## config.mk

```make
export PLATFORM = sky130hd
export DESIGN_NAME = vn_extractor
export DESIGN_NICKNAME = d
export VERILOG_FILES = /design/src/rtl/trng_pkg.sv /design/src/rtl/trng_fifo.sv /design/src/rtl/vn_extractor.sv
export SDC_FILE = /design/constraint.sdc
export NUM_CORES = 1
export LEC_CHECK = 0
export ABC_AREA = 1
export CAP_MARGIN = 30
export CORE_ASPECT_RATIO = 0.8
export CORE_MARGIN = 2
export CORE_UTILIZATION = 55
export CTS_BUF_LIST = sky130_fd_sc_hd__clkbuf_8
export DETAILED_ROUTE_END_ITERATION = 6
export HOLD_SLACK_MARGIN = 0.1
export PLACE_DENSITY = 0.79
export SYNTH_ARGS = -nofsm -noshare
export SYNTH_HDL_FRONTEND = slang
export SYNTH_SLANG_ARGS = --single-unit
```

## constraint.sdc

```tcl
create_clock -name clk -period 4.8 [get_ports clk]
set_input_delay 0.96 -clock clk [delete_from_list [all_inputs] [get_ports clk]]
set_output_delay 0.96 -clock clk [all_outputs]
set_load 0.05 [all_outputs]
```

## src/rtl/trng_pkg.sv

```systemverilog
// Shared constants for the RNG consumer path: default widths, FSM state
// encodings and the von Neumann pair codes.
package trng_pkg;

  // Default parameter values
  localparam int DEF_RAW_W      = 16;
  localparam int DEF_OUT_W      = 8;
  localparam int DEF_FIFO_DEPTH = 4;
  localparam int DEF_REP_LIMIT  = 8;

  // FSM state encoding (IDLE, SCAN, FAIL)
  typedef logic [1:0] state_t;
  localparam state_t ST_IDLE = 2'd0;
  localparam state_t ST_SCAN = 2'd1;
  localparam state_t ST_FAIL = 2'd2;

  // Pair decode: {w[2i+1], w[2i]}; only unequal pairs carry a bit,
  // and the emitted bit equals the upper bit of the pair.
  localparam logic [1:0] PAIR_ONE  = 2'b10;
  localparam logic [1:0] PAIR_ZERO = 2'b01;

  function automatic logic pair_emits(input logic [1:0] pair);
    return (pair == PAIR_ONE) || (pair == PAIR_ZERO);
  endfunction

endpackage

```

## src/rtl/trng_fifo.sv

```systemverilog
// Small synchronous FIFO holding packed output words. Storage is cleared on
// reset so the head reads zero while empty after reset.
module trng_fifo #(
  parameter int W     = 8,
  parameter int DEPTH = 4
) (
  input  logic         clk,
  input  logic         rst_n,
  input  logic         push,
  input  logic [W-1:0] push_data,
  input  logic         pop,
  output logic [W-1:0] head,
  output logic         full,
  output logic         empty
);

  localparam int AW = (DEPTH > 1) ? $clog2(DEPTH) : 1;
  localparam logic [AW:0] LEVEL_FULL = (AW+1)'(DEPTH);

  logic [W-1:0]  mem [DEPTH];
  logic [AW-1:0] wr_ptr;
  logic [AW-1:0] rd_ptr;
  logic [AW:0]   level;
  logic          do_push;
  logic          do_pop;

  assign full    = (level == LEVEL_FULL);
  assign empty   = (level == '0);
  assign head    = mem[rd_ptr];
  // A push into a full FIFO is allowed when the head leaves in the same cycle.
  assign do_pop  = pop && !empty;
  assign do_push = push && (!full || do_pop);

  // Storage, pointers and fill level
  always_ff @(posedge clk) begin
    if (!rst_n) begin
      for (int i = 0; i < DEPTH; i++) begin
        mem[i] <= '0;
      end
      wr_ptr <= '0;
      rd_ptr <= '0;
      level  <= '0;
    end else begin
      if (do_push) begin
        mem[wr_ptr] <= push_data;
        wr_ptr      <= wr_ptr + 1'b1;
      end
      if (do_pop) begin
        rd_ptr <= rd_ptr + 1'b1;
      end
      case ({do_push, do_pop})
        2'b10:   level <= level + 1'b1;
        2'b01:   level <= level - 1'b1;
        default: level <= level;
      endcase
    end
  end

endmodule

```

## src/rtl/vn_extractor.sv

```systemverilog
// Consumer side of the ring-oscillator RNG: repetition-count health test,
// von Neumann debiasing (one pair per cycle), LSB-first packing into OUT_W
// words, and an output FIFO.
//
// Handshakes: a raw word transfers on a rising edge where raw_en and raw_rdy
// are both 1; an output word transfers on a rising edge where out_valid and
// out_ready are both 1. Neither valid depends combinationally on its ready.
module vn_extractor
  import trng_pkg::*;
#(
  parameter int RAW_W      = DEF_RAW_W,
  parameter int OUT_W      = DEF_OUT_W,
  parameter int FIFO_DEPTH = DEF_FIFO_DEPTH,
  parameter int REP_LIMIT  = DEF_REP_LIMIT
) (
  input  logic             clk,
  input  logic             rst_n,
  input  logic [RAW_W-1:0] raw_in,
  input  logic             raw_en,
  output logic             raw_rdy,
  output logic [OUT_W-1:0] out_data,
  output logic             out_valid,
  input  logic             out_ready,
  output logic             health_fail
);

  localparam int NPAIR = RAW_W / 2;
  localparam int IW    = (NPAIR > 1) ? $clog2(NPAIR) : 1;
  localparam int CW    = (OUT_W > 1) ? $clog2(OUT_W) : 1;
  localparam int RW    = $clog2(REP_LIMIT + 1);

  localparam logic [IW-1:0] IDX_LAST = IW'(NPAIR - 1);
  localparam logic [CW-1:0] CNT_LAST = CW'(OUT_W - 1);
  localparam logic [RW-1:0] REP_TRIP = RW'(REP_LIMIT);

  state_t           state;
  logic [RAW_W-1:0] word;
  logic [RAW_W-1:0] prev_word;
  logic [RW-1:0]    rep_cnt;
  logic [RW-1:0]    rep_next;
  logic             rep_trip;
  logic [IW-1:0]    idx;
  logic [CW-1:0]    cnt;
  logic [OUT_W-1:0] acc;
  logic [OUT_W-1:0] push_word;
  logic [1:0]       pair;
  logic             accept;
  logic             emit;
  logic             new_bit;
  logic             complete;
  logic             push;
  logic             push_ok;
  logic             stall;
  logic             pop;
  logic             fifo_full;
  logic             fifo_empty;

  assign raw_rdy   = (state == ST_IDLE);
  assign accept    = raw_en && raw_rdy;
  assign out_valid = !fifo_empty;
  assign pop       = out_valid && out_ready;

  assign pair      = word[{idx, 1'b0} +: 2];
  assign emit      = (state == ST_SCAN) && pair_emits(pair);
  assign new_bit   = pair[1];
  assign complete  = emit && (cnt == CNT_LAST);
  assign push_ok   = !fifo_full || pop;
  assign push      = complete && push_ok;
  assign stall     = complete && !push_ok;

  // Repetition count the incoming word would produce; a zero count marks the
  // first word after reset so it never matches the cleared previous word.
  always_comb begin
    rep_next = RW'(1);
    if ((rep_cnt != '0) && (raw_in == prev_word)) begin
      rep_next = rep_cnt + 1'b1;
    end
    rep_trip = (rep_next >= REP_TRIP);
  end

  // Completed word: accumulator with the final bit dropped into place
  always_comb begin
    push_word      = acc;
    push_word[cnt] = new_bit;
  end

  // Control FSM, health test, pair scanning and bit packing
  always_ff @(posedge clk) begin
    if (!rst_n) begin
      state       <= ST_IDLE;
      word        <= '0;
      prev_word   <= '0;
      rep_cnt     <= '0;
      idx         <= '0;
      cnt         <= '0;
      acc         <= '0;
      health_fail <= 1'b0;
    end else begin
      case (state)
        ST_IDLE: begin
          if (accept) begin
            prev_word <= raw_in;
            rep_cnt   <= rep_next;
            if (rep_trip) begin
              state       <= ST_FAIL;
              health_fail <= 1'b1;
            end else begin
              word  <= raw_in;
              idx   <= '0;
              state <= ST_SCAN;
            end
          end
        end
        ST_SCAN: begin
          // On a stall everything holds and the same pair is retried.
          if (!stall) begin
            if (emit) begin
              acc[cnt] <= new_bit;
              cnt      <= complete ? '0 : cnt + 1'b1;
            end
            if (idx == IDX_LAST) begin
              idx   <= '0;
              state <= ST_IDLE;
            end else begin
              idx <= idx + 1'b1;
            end
          end
        end
        ST_FAIL: begin
          state <= ST_FAIL;
        end
        default: begin
          state <= ST_IDLE;
        end
      endcase
    end
  end

  trng_fifo #(
    .W     (OUT_W),
    .DEPTH (FIFO_DEPTH)
  ) u_fifo (
    .clk       (clk),
    .rst_n     (rst_n),
    .push      (push),
    .push_data (push_word),
    .pop       (pop),
    .head      (out_data),
    .full      (fifo_full),
    .empty     (fifo_empty)
  );

endmodule

```

# After elaboration in Yosys (flattened, before gate mapping)
# Memory sizes are Yosys's and may differ from the RTL's. A register that Yosys moved wholly into a read port is not among the register bits.
# Cells that the tools add are included.
[classes]
add_sub_neg = 7
order_cmp = 3
eq_ne = 14
n_shift = 1
n_mux = 25
bitwise = 2
n_reduce_logical = 28
[op_table]
columns = ["operator", "count"]
rows = [
  ["16-bit == test", 1],
  ["16-bit by 5-bit variable part select with 2-bit output", 1],
  ["3-bit 2-to-1 mux", 5],
  ["2-bit 2-to-1 mux", 7],
  ["3-bit case mux with 2 select lines", 2],
  ["3-bit AND reduction", 4],
  ["1-bit logical AND", 10],
  ["3-bit by 1-bit adder with 3-bit output (second input constant)", 3],
  ["3-bit == test (second input constant)", 3],
  ["8-bit bitwise mux", 1],
  ["8-bit 2-to-1 mux", 1],
  ["8-bit OR reduction", 1],
  ["2-bit by 1-bit == test with 1-bit output (second input constant)", 3],
  ["2-bit == test (second input constant)", 3],
  ["1-bit 2-to-1 mux", 6],
  ["2-bit case mux with 3 select lines", 1],
  ["2-bit by 1-bit adder with 2-bit output (second input constant)", 2],
  ["4-bit by 1-bit adder with 4-bit output (second input constant)", 1],
  ["4-bit greater-or-equal comparator (second input constant)", 1],
  ["3-bit by 4-bit less-than comparator with 1-bit output (second input constant)", 1],
  ["4-bit 2-to-1 mux", 1],
  ["2-bit by 1-bit inequality test with 1-bit output (second input constant)", 2],
  ["2-bit inequality test (second input constant)", 2],
  ["4-bit AND reduction", 1],
  ["other kinds (11)", 17],
]
[totals]
register_bits = 60
mem_bits_rw = 32
inputBits = 20
out_inout_bits = 11
mem_count = 1
[memory_table]
columns = ["memory", "words", "width", "read_ports", "rd_clocked_by_memory_dff", "wr", "line_no", "text"]
rows = [
  ["u_fifo.mem", 4, 8, 1, 1, 4, "trng_fifo.sv:20", "logic [W-1:0] mem [DEPTH];"],
]

# Depth between registers and ports, before layout
# Gate-level depths: netlist of run 1.
[depth]
ltp_word = 12
ltp_mapped = 18
ltp_nobuf = 17

# Modules after synthesis
# From an unflattened synthesis of run 1, not the netlist that was laid out.
[hier_totals]
hier_cells = 564
hier_area_um2 = 4499.3
[modules_own_cells]
columns = ["module", "n_inst", "cells_each", "area_each_um2", "seq_area_each_um2"]
rows = [
  ["vn_extractor", 1, 381, 2658.8, 1061.0],
  ["trng_fifo", 1, 183, 1840.5, 1141.1],
]

# Worst setup path after synthesis of run 1
# No wires, ideal clock.
[synth_timing]
path_kind = "register to output"
start = "register (tool-made name)"
end = "output port out_data[5]"
arrival_time_ns = 1.604
required_ns = 3.840
slack_ns = 2.236
stages_incl_launch_ff = 5
path_cell_list = "dfxtp_1 inv_1 clkbuf_1 o21ai_0 o22ai_1"
[synth_rtl]
columns = ["item", "line_no", "text"]
rows = [
  ["end: declaration", "vn_extractor.sv:21", "output logic [OUT_W-1:0] out_data,"],
]

==> results of run 1 <==
cell type report:
type                            instances  area [um^2]  area share
Sequential cell                        94         2202      0.4291
Clock buffer                           10        137.6     0.02682
Multi-Input combinational cell        380         1944      0.3788
Tap cell                              108        135.1     0.02633
Timing Repair Buffer                   34        322.8     0.06290
Inverter                               91        346.6     0.06753
Clock inverter                          6        43.79    0.008532
state kept, by name (all words and copies together) (netlist names), named ones only:
signal / cells
u_fifo.level: 3
prev_word: 16
u_fifo.mem: 32
word: 16
state: 2
acc: 8
u_fifo.wr_ptr: 2
u_fifo.rd_ptr: 2
rep_cnt: 4
idx: 3
health_fail: 1
cnt: 3
worst paths after layout:
kind / slack (ns) / to / start
worst max-delay path: 1.15 / out_data[2] / register
worst min-delay path: 0.47 / word[9]$_SDFFE_PN0P_ / word[9]$_SDFFE_PN0P_
worst max register to register: 2.05 / u_fifo.level[2]$_SDFFE_PN0P_ / idx[0]$_SDFFE_PN0P_
worst min register to register: 0.47 / word[9]$_SDFFE_PN0P_ / word[9]$_SDFFE_PN0P_
per-stage QoR:
step | total power, mW | setup slack (ns)
floorplan | 1.113 | 2.236
global placement | 1.176 | 1.466
detailed placement | 1.189 | 1.272
CTS | 1.672 | 1.196
global route | 1.747 | 1.014
finish | 1.661 | 1.152
layer usage:
metal,share of wire,vias to the layer above,GRT usage
met5,0,-,0
met4,0.014,0,0.06340
met3,0.067,15,0.06079
met2,0.44,126,0.3525
met1,0.48,1736,0.3476
li1,-,1924,-
logic make-up (layout without fill, tap and decap cells):
| family | count (synthesis) | in the layout |
|---|---|---|
| AOI/OAI and AO/OA | 109 | 109 |
| xor gates and xnor gates | 9 | 9 |
| adders and majority gates | 8 | 8 |
| buffers and inverters | 109 | 141 |
| DFF | 94 | 94 |
| and+or+nand+nor | 254 | 254 |
cell usage in the layout, fill, tap and decap left out, types with 7 or more instances in the layout:
cell type | synthesis | routed
clkdlybuf4s50_1 | 0 | 29
nor2_4 | 9 | 9
ha_1 | 7 | 7
o22ai_1 | 8 | 8
inv_1 | 78 | 79
nand2_1 | 88 | 88
nor3_1 | 9 | 9
nor2_1 | 100 | 100
edfxtp_1 | 32 | 32
dfxtp_1 | 62 | 62
o21ai_0 | 65 | 65
o21ai_1 | 7 | 7
clkbuf_8 | 0 | 10
inv_2 | 10 | 10
nand3_1 | 32 | 32
a21oi_1 | 25 | 25
report_power, final:
group / switching (mW) / total (mW) / internal, mW
Sequential: 0.0301 / 0.898 / 0.868
Combinational: 0.184 / 0.276 / 0.0919
Clock: 0.282 / 0.487 / 0.205
Total: 0.496 / 1.66 / 1.16
worst min-delay path, cell delays in order (launching register included):
cell and delay [ns]:
dfxtp_1 0.31, inv_1 0.06, a21oi_1 0.06
==> key figures, run 1 <==
Final layout
  – Fin util: 0.6400
  – Filler cell count: 688
  – Design area: between 5000 and 6000 um^2
  – N_diodes: 0
  – Layout cells sized above 1: 0.08293
  – Synth-to-layout area growth: 12.20%
  – Fin cells: approximately 720
  – NumNets Final: around 640

Setup path
  – CP max stage cell: clkdlybuf4s50_1
  – Crit-path cells: inv_1, o21ai_0, o22ai_1, clkdlybuf4s50_1
  – Stages on worst setup path: 4
  – Arr. time, crit path: roughly 2.7 ns
  – Req. time, crit path: between 3 and 4 ns
  – Startpoint types: register
  – R2R depth: 17
  – Worst path max stage delay: roughly 0.73 ns
  – Max FO, Critical Path: 17
  – Crit Path Category: reg2out
  – Crit path buf inv count: 2
  – Top delay family on crit path: buffers and inverters
  – CP endpoint kind: primary output

Route
  – WL final: 10180 um
  – Vias per cell: about 5.3
  – DR pass1 iterations: 7
  – Initial DRC Count: between 200 and 300
  – Vias: 3801
  – Avg WL per Cell: approximately 14 um
  – # DRC: 0
  – Antenna Nets Post-Route: 0

Placed design
  – Dpl cells: around 710
  – GPL Wtd Cong: between 0.8 and 0.9
  – Area after DPL: about 5000 um^2
  – IO Port Bufs: 30
  – Post-DP HPWL: roughly 7400 um

Clock network
  – Cts bufs inserted: 9
  – Setup Buffers After CTS: 0
  – Clk_lat worst skew: 0.37 ns
  – CTS Hold Bufs: 0
  – Clk pin slew, worst setup/hold paths: 0.10 ns
  – Clk buf depth: 2
  – Clock root cell: clkbuf_8
  – CTS resizes: 0
  – Clock sinks: 94
  – Htree depth: 3
  – CTS tree: built

Synthesis
  – Ranking of synthesized cells by area: dfxtp_1, edfxtp_1, nor2_1
  – Synth Area in Simple Gates: 0.2601
  – Post-synthesis xor/xnor area fraction: 0.01723
  – Post-Synth Adder-Cell Area: 0.02352
  – Multiplexer share of the synthesized area: 0
  – Ys async rst share: 0
  – Seq/Total Area, Yosys: 0.4814
  – Most common library cells after synthesis: nor2_1, nand2_1, inv_1, o21ai_0, dfxtp_1
  – Number of library cell types mapped by synthesis: 36
  – Complex-gate fraction of the synthesized area: 0.1242
  – Top FF cell, synth: dfxtp_1
  – Largest family of logic cells by synthesized area: simple AND/OR/NAND/NOR gates
  – Flops & latches, synth: 94
  – Yosys top cell area share: 0.2713
  – Synthesis Warnings: 0
  – Count leader, synth: nor2_1
  – Syn Std Cell Area: roughly 4600 um^2
  – Syn_nets: slightly above 600
  – Post-synth EDFFs: 32
  – Synth Area per Inst: between 7 and 8 um^2
  – Mapped Cells: just under 600
  – Synth area leader: dfxtp_1

Worst hold path
  – Hold depth: 2
  – Class of the worst hold path: reg2reg

STA
  – Fin Clk Skew: about 0.014 ns
  – Fmax: between 200 and 300 MHz
  – Unrepaired setup endpoints after global routing: no
  – Fin crit period: between 3 and 4 ns
  – Max transition margin: 0.5518
  – Min Hold Slack: 0.4688 ns
  – Final setup vio count: 0
  – Final slew viol count: 0
  – Fin. Hold Viols: 0
  – Setup TNS: 0 ns
  – Worst-Margin Slew: ~0.67 ns
  – Final worst-path cycle share: 0.7600

Status
  – Status: finished clean

Floorplanning
  – Io pins: 31
  – Die Wd: 106.0 um
  – Area of the die: about 9100 um^2
  – Initial Utilization: 0.5704
  – Die Y-Extent: about 86 um
  – Cell row count: 29
  – Core area: ~8000 um^2

Global routing
  – Total track usage: 0.2372
  – Vias in the first global route: between 3000 and 4000
  – Initial antenna violation count: 0
  – Grt ovf: 0
  – First-pass GRT wire length: roughly 17000 um
  – Largest net degree at the start of global routing: between 40 and 50

Power and ir drop
  – Maximum vdd ir drop: approximately 140 uV
  – PD cells: 323.7 nW/um^2
  – Pleak: between 2 and 2.5 nW

Flow run
  – Max cap viols: 0
Note: power is estimated with default switching activity, not from simulation.
==> inputs of run 2 (changes only) <==
--- a/config.mk
+++ b/config.mk
@@ -13,7 +13,7 @@
 export CTS_BUF_LIST = sky130_fd_sc_hd__clkbuf_8
 export DETAILED_ROUTE_END_ITERATION = 6
 export HOLD_SLACK_MARGIN = 0.1
-export PLACE_DENSITY = 0.79
+export PLACE_DENSITY = 0.82
 export SYNTH_ARGS = -nofsm -noshare
 export SYNTH_HDL_FRONTEND = slang
 export SYNTH_SLANG_ARGS = --single-unit
==> constraint.sdc (replaced) <==
create_clock -name clk -period 3 [get_ports clk]
set_input_delay 0.6 -clock clk [delete_from_list [all_inputs] [get_ports clk]]
set_output_delay 0.6 -clock clk [all_outputs]
set_load 0.05 [all_outputs]
==> run 2 against run 1 <==
Count of clock-buffer cells in the layout shrank 1. Clock power increased by 85%. Register-to-register slack got worse by 1.7 ns. Clock skew is essentially flat. Via count up 1.2%. Largest cell class unchanged.
==> key figures, run 2 (synthesis results as in run 1) <==
Floorplanning
  – Core area: 8019 um^2 (unchanged)
  – Initial Utilization: 0.5704 (unchanged)
  – Cell row count: 29 (unchanged)
  – Io pins: 31 (unchanged)
  – Die Wd: 106.0 um (unchanged)
  – Area of the die: 9067 um^2 (unchanged)
  – Die Y-Extent: 85.57 um (unchanged)

Power and ir drop
  – Internal power: 1.947 mW (+67%)
  – PD cells: 534.5 nW/um^2 (+65%)
  – Pleak: 2.109 nW (+2.9%)
  – Combinational Power Share: 0.159 (-0.007)
  – Clock share of power: 0.323 (+0.030)
  – Maximum vdd ir drop: 266.5 uV (+93%)
  – Flop pwr share: 0.517 (-0.024)
  – Switching power: 0.8334 mW (+68%)
  – Sw Ratio: 0.2998 (+0.001084)
  – Total Power: 2.780 mW (+67%)

STA
  – Max transition margin: 0.6309 (+0.07909)
  – Final setup vio count: 0 (unchanged)
  – Final slew viol count: 0 (unchanged)
  – Final worst-path cycle share: 0.9471
  – Worst-Margin Slew: 0.5479 ns (-0.1220 ns)
  – Setup TNS: 0 ns (unchanged)
  – Min Hold Slack: 0.4636 ns (-0.005191 ns)
  – Fmax: ~350 MHz
  – Unrepaired setup endpoints after global routing: no
  – Fin crit period: ~2.8 ns
  – Fin. Hold Viols: 0 (unchanged)
  – Fin Clk Skew: 0.01389 ns (-0.0003860 ns)

Flow run
  – Max cap viols: 0 (unchanged)

Worst hold path
  – Class of the worst hold path: reg2reg
  – Hold_sp: word[13]$_SDFFE_PN0P_
  – Hold depth: 2 (unchanged)

Setup path
  – Req. time, crit path: 2.40 ns (-1.44 ns)
  – Startpoint types: register
  – Max FO, Critical Path: 16 (-1)
  – Crit path buf inv count: 2 (unchanged)
  – Top delay family on crit path: buffers and inverters
  – Arr. time, crit path: 2.24 ns (-0.45 ns)
  – Reg2reg start: idx[1]$_SDFFE_PN0P_
  – Crit-path cells: inv_1, o21ai_0, o22ai_1, clkdlybuf4s50_1
  – CP endpoint kind: primary output
  – R2R depth: 15 (-2)
  – Worst path max stage delay: 0.83 ns (+0.10 ns)
  – CP max stage cell: clkdlybuf4s50_1
  – Crit Path Category: reg2out
  – Stages on worst setup path: 4 (unchanged)
  – R2R Path End: u_fifo.level[2]$_SDFFE_PN0P_
  – Reg2reg setup slack: 0.33 ns (-1.72 ns)
  – Crit path to: out_data[6]

Clock network
  – Setup Buffers After CTS: 0 (unchanged)
  – Cts bufs inserted: 9 (unchanged)
  – Clk buf depth: 2 (unchanged)
  – Clk_lat worst skew: 0.37 ns (about the same)
  – Htree depth: 3 (unchanged)
  – Clk pin slew, worst setup/hold paths: 0.11 ns (about the same)
  – CTS tree: built
  – Clock root cell: clkbuf_8
  – Clock sinks: 94 (unchanged)

Final layout
  – Fin util: 0.6486 (+0.008582)
  – Max reg flops: 32 (unchanged)
  – Filler cell count: 650 (-5.5%)
  – Synth-to-layout area growth: 13.70%
  – NumNets Final: 642 (+0.63%)
  – Most common cell after layout, fill and taps aside: nor2_1
  – Top reg by flops: u_fifo.mem
  – N_diodes: 0 (unchanged)
  – Design area: 5201 um^2 (+1.3%)
  – Most frequent cells in the layout: nor2_1, nand2_1, inv_1
  – Top Registers: u_fifo.mem (32), prev_word (16), word (16)
  – Layout cells sized above 1: 0.09208 (+0.009157)

Status
  – Status: finished clean

Route
  – WL final: 9941 um (-2.4%)
  – Vias per cell: 5.290 (+0.63%)
  – Initial DRC Count: 210 (-29%)
  – # DRC: 0 (unchanged)
  – Antenna Nets Post-Route: 0 (unchanged)
  – Avg WL per Cell: 13.67 um (-2.9%)
  – DR pass1 iterations: 6 (-1)
  – Vias: 3846 (+1.2%)

Placed design
  – Area after DPL: 4984 um^2 (+0.66%)
  – GPL Wtd Cong: 0.8573 (+1.6%)
  – IO Port Bufs: 30 (unchanged)
  – Post-DP HPWL: 7394 um (-0.72%)

Global routing
  – Total track usage: 0.2329 (-0.004322)
  – First-pass GRT wire length: 16910 um (+0.61%)
  – Grt ovf: 0 (unchanged)
  – Largest net degree at the start of global routing: 35 (-29%)
  – Vias in the first global route: 3592 (+3.0%)
  – Initial antenna violation count: 0 (unchanged)
[run 2: cell type report]
type                            instances  area [um^2]  area share
Sequential cell                        94         2203      0.4236
Clock inverter                          7        87.58     0.01684
Timing Repair Buffer                   38        360.3     0.06928
Tap cell                              108        135.1     0.02598
Clock buffer                            9        123.9     0.02382
Inverter                               91        346.6     0.06663
Multi-Input combinational cell        380         1944      0.3738
[run 2: worst min-delay path, cell delays in order, from the launching register on]
cell and delay [ns]:
dfxtp_1 0.31, inv_1 0.06, a21oi_1 0.05
[run 2: routing by layer]
metal  part of all wire  up-vias  GRT usage
met5                  0        -          0
met4             0.0094        0    0.04785
met3              0.059        9    0.05091
met2               0.45      114     0.3648
met1               0.48     1791     0.3371
li1                   -     1932          -
[run 2: how the worst min path moves through the flow]
stage | to | slack (ns)
4_1_cts | word[13]$_SDFFE_PN0P_ | 0.46
6_report | word[13]$_SDFFE_PN0P_ | 0.46
2_1_floorplan | word[14]$_SDFFE_PN0P_ | 0.43
3_3_place_gp | health_fail$_SDFFE_PN0P_ | 0.45
3_5_place_dp | word[13]$_SDFFE_PN0P_ | 0.45
5_1_grt | word[13]$_SDFFE_PN0P_ | 0.48
[run 2: per-stage QoR]
step | std cells | setup slack, ns
2_1_floorplan | 583 | 0.5646
3_3_place_gp | 711 | 0.2838
3_5_place_dp | 711 | 0.1798
4_1_cts | 727 | 0.1515
5_1_grt | 727 | 0.0007685
6_report | 727 | 0.1586
[run 2: timing repair]
action	in CTS	in global routing
endpoints found under the setup margin	0	3
hold buffers	0	0
resized for setup	0	3
[run 2: power groups by stage]
| stage | sequential, mW | clock (mW) | combinational, mW |
|---|---|---|---|
| final | 1.44 | 0.899 | 0.443 |
| after global routing | 1.45 | 0.959 | 0.500 |
| after CTS | 1.44 | 0.905 | 0.440 |
| after detailed placement | 1.47 | 0 | 0.438 |
| after global placement | 1.46 | 0 | 0.421 |
| after floorplan | 1.45 | 0 | 0.331 |
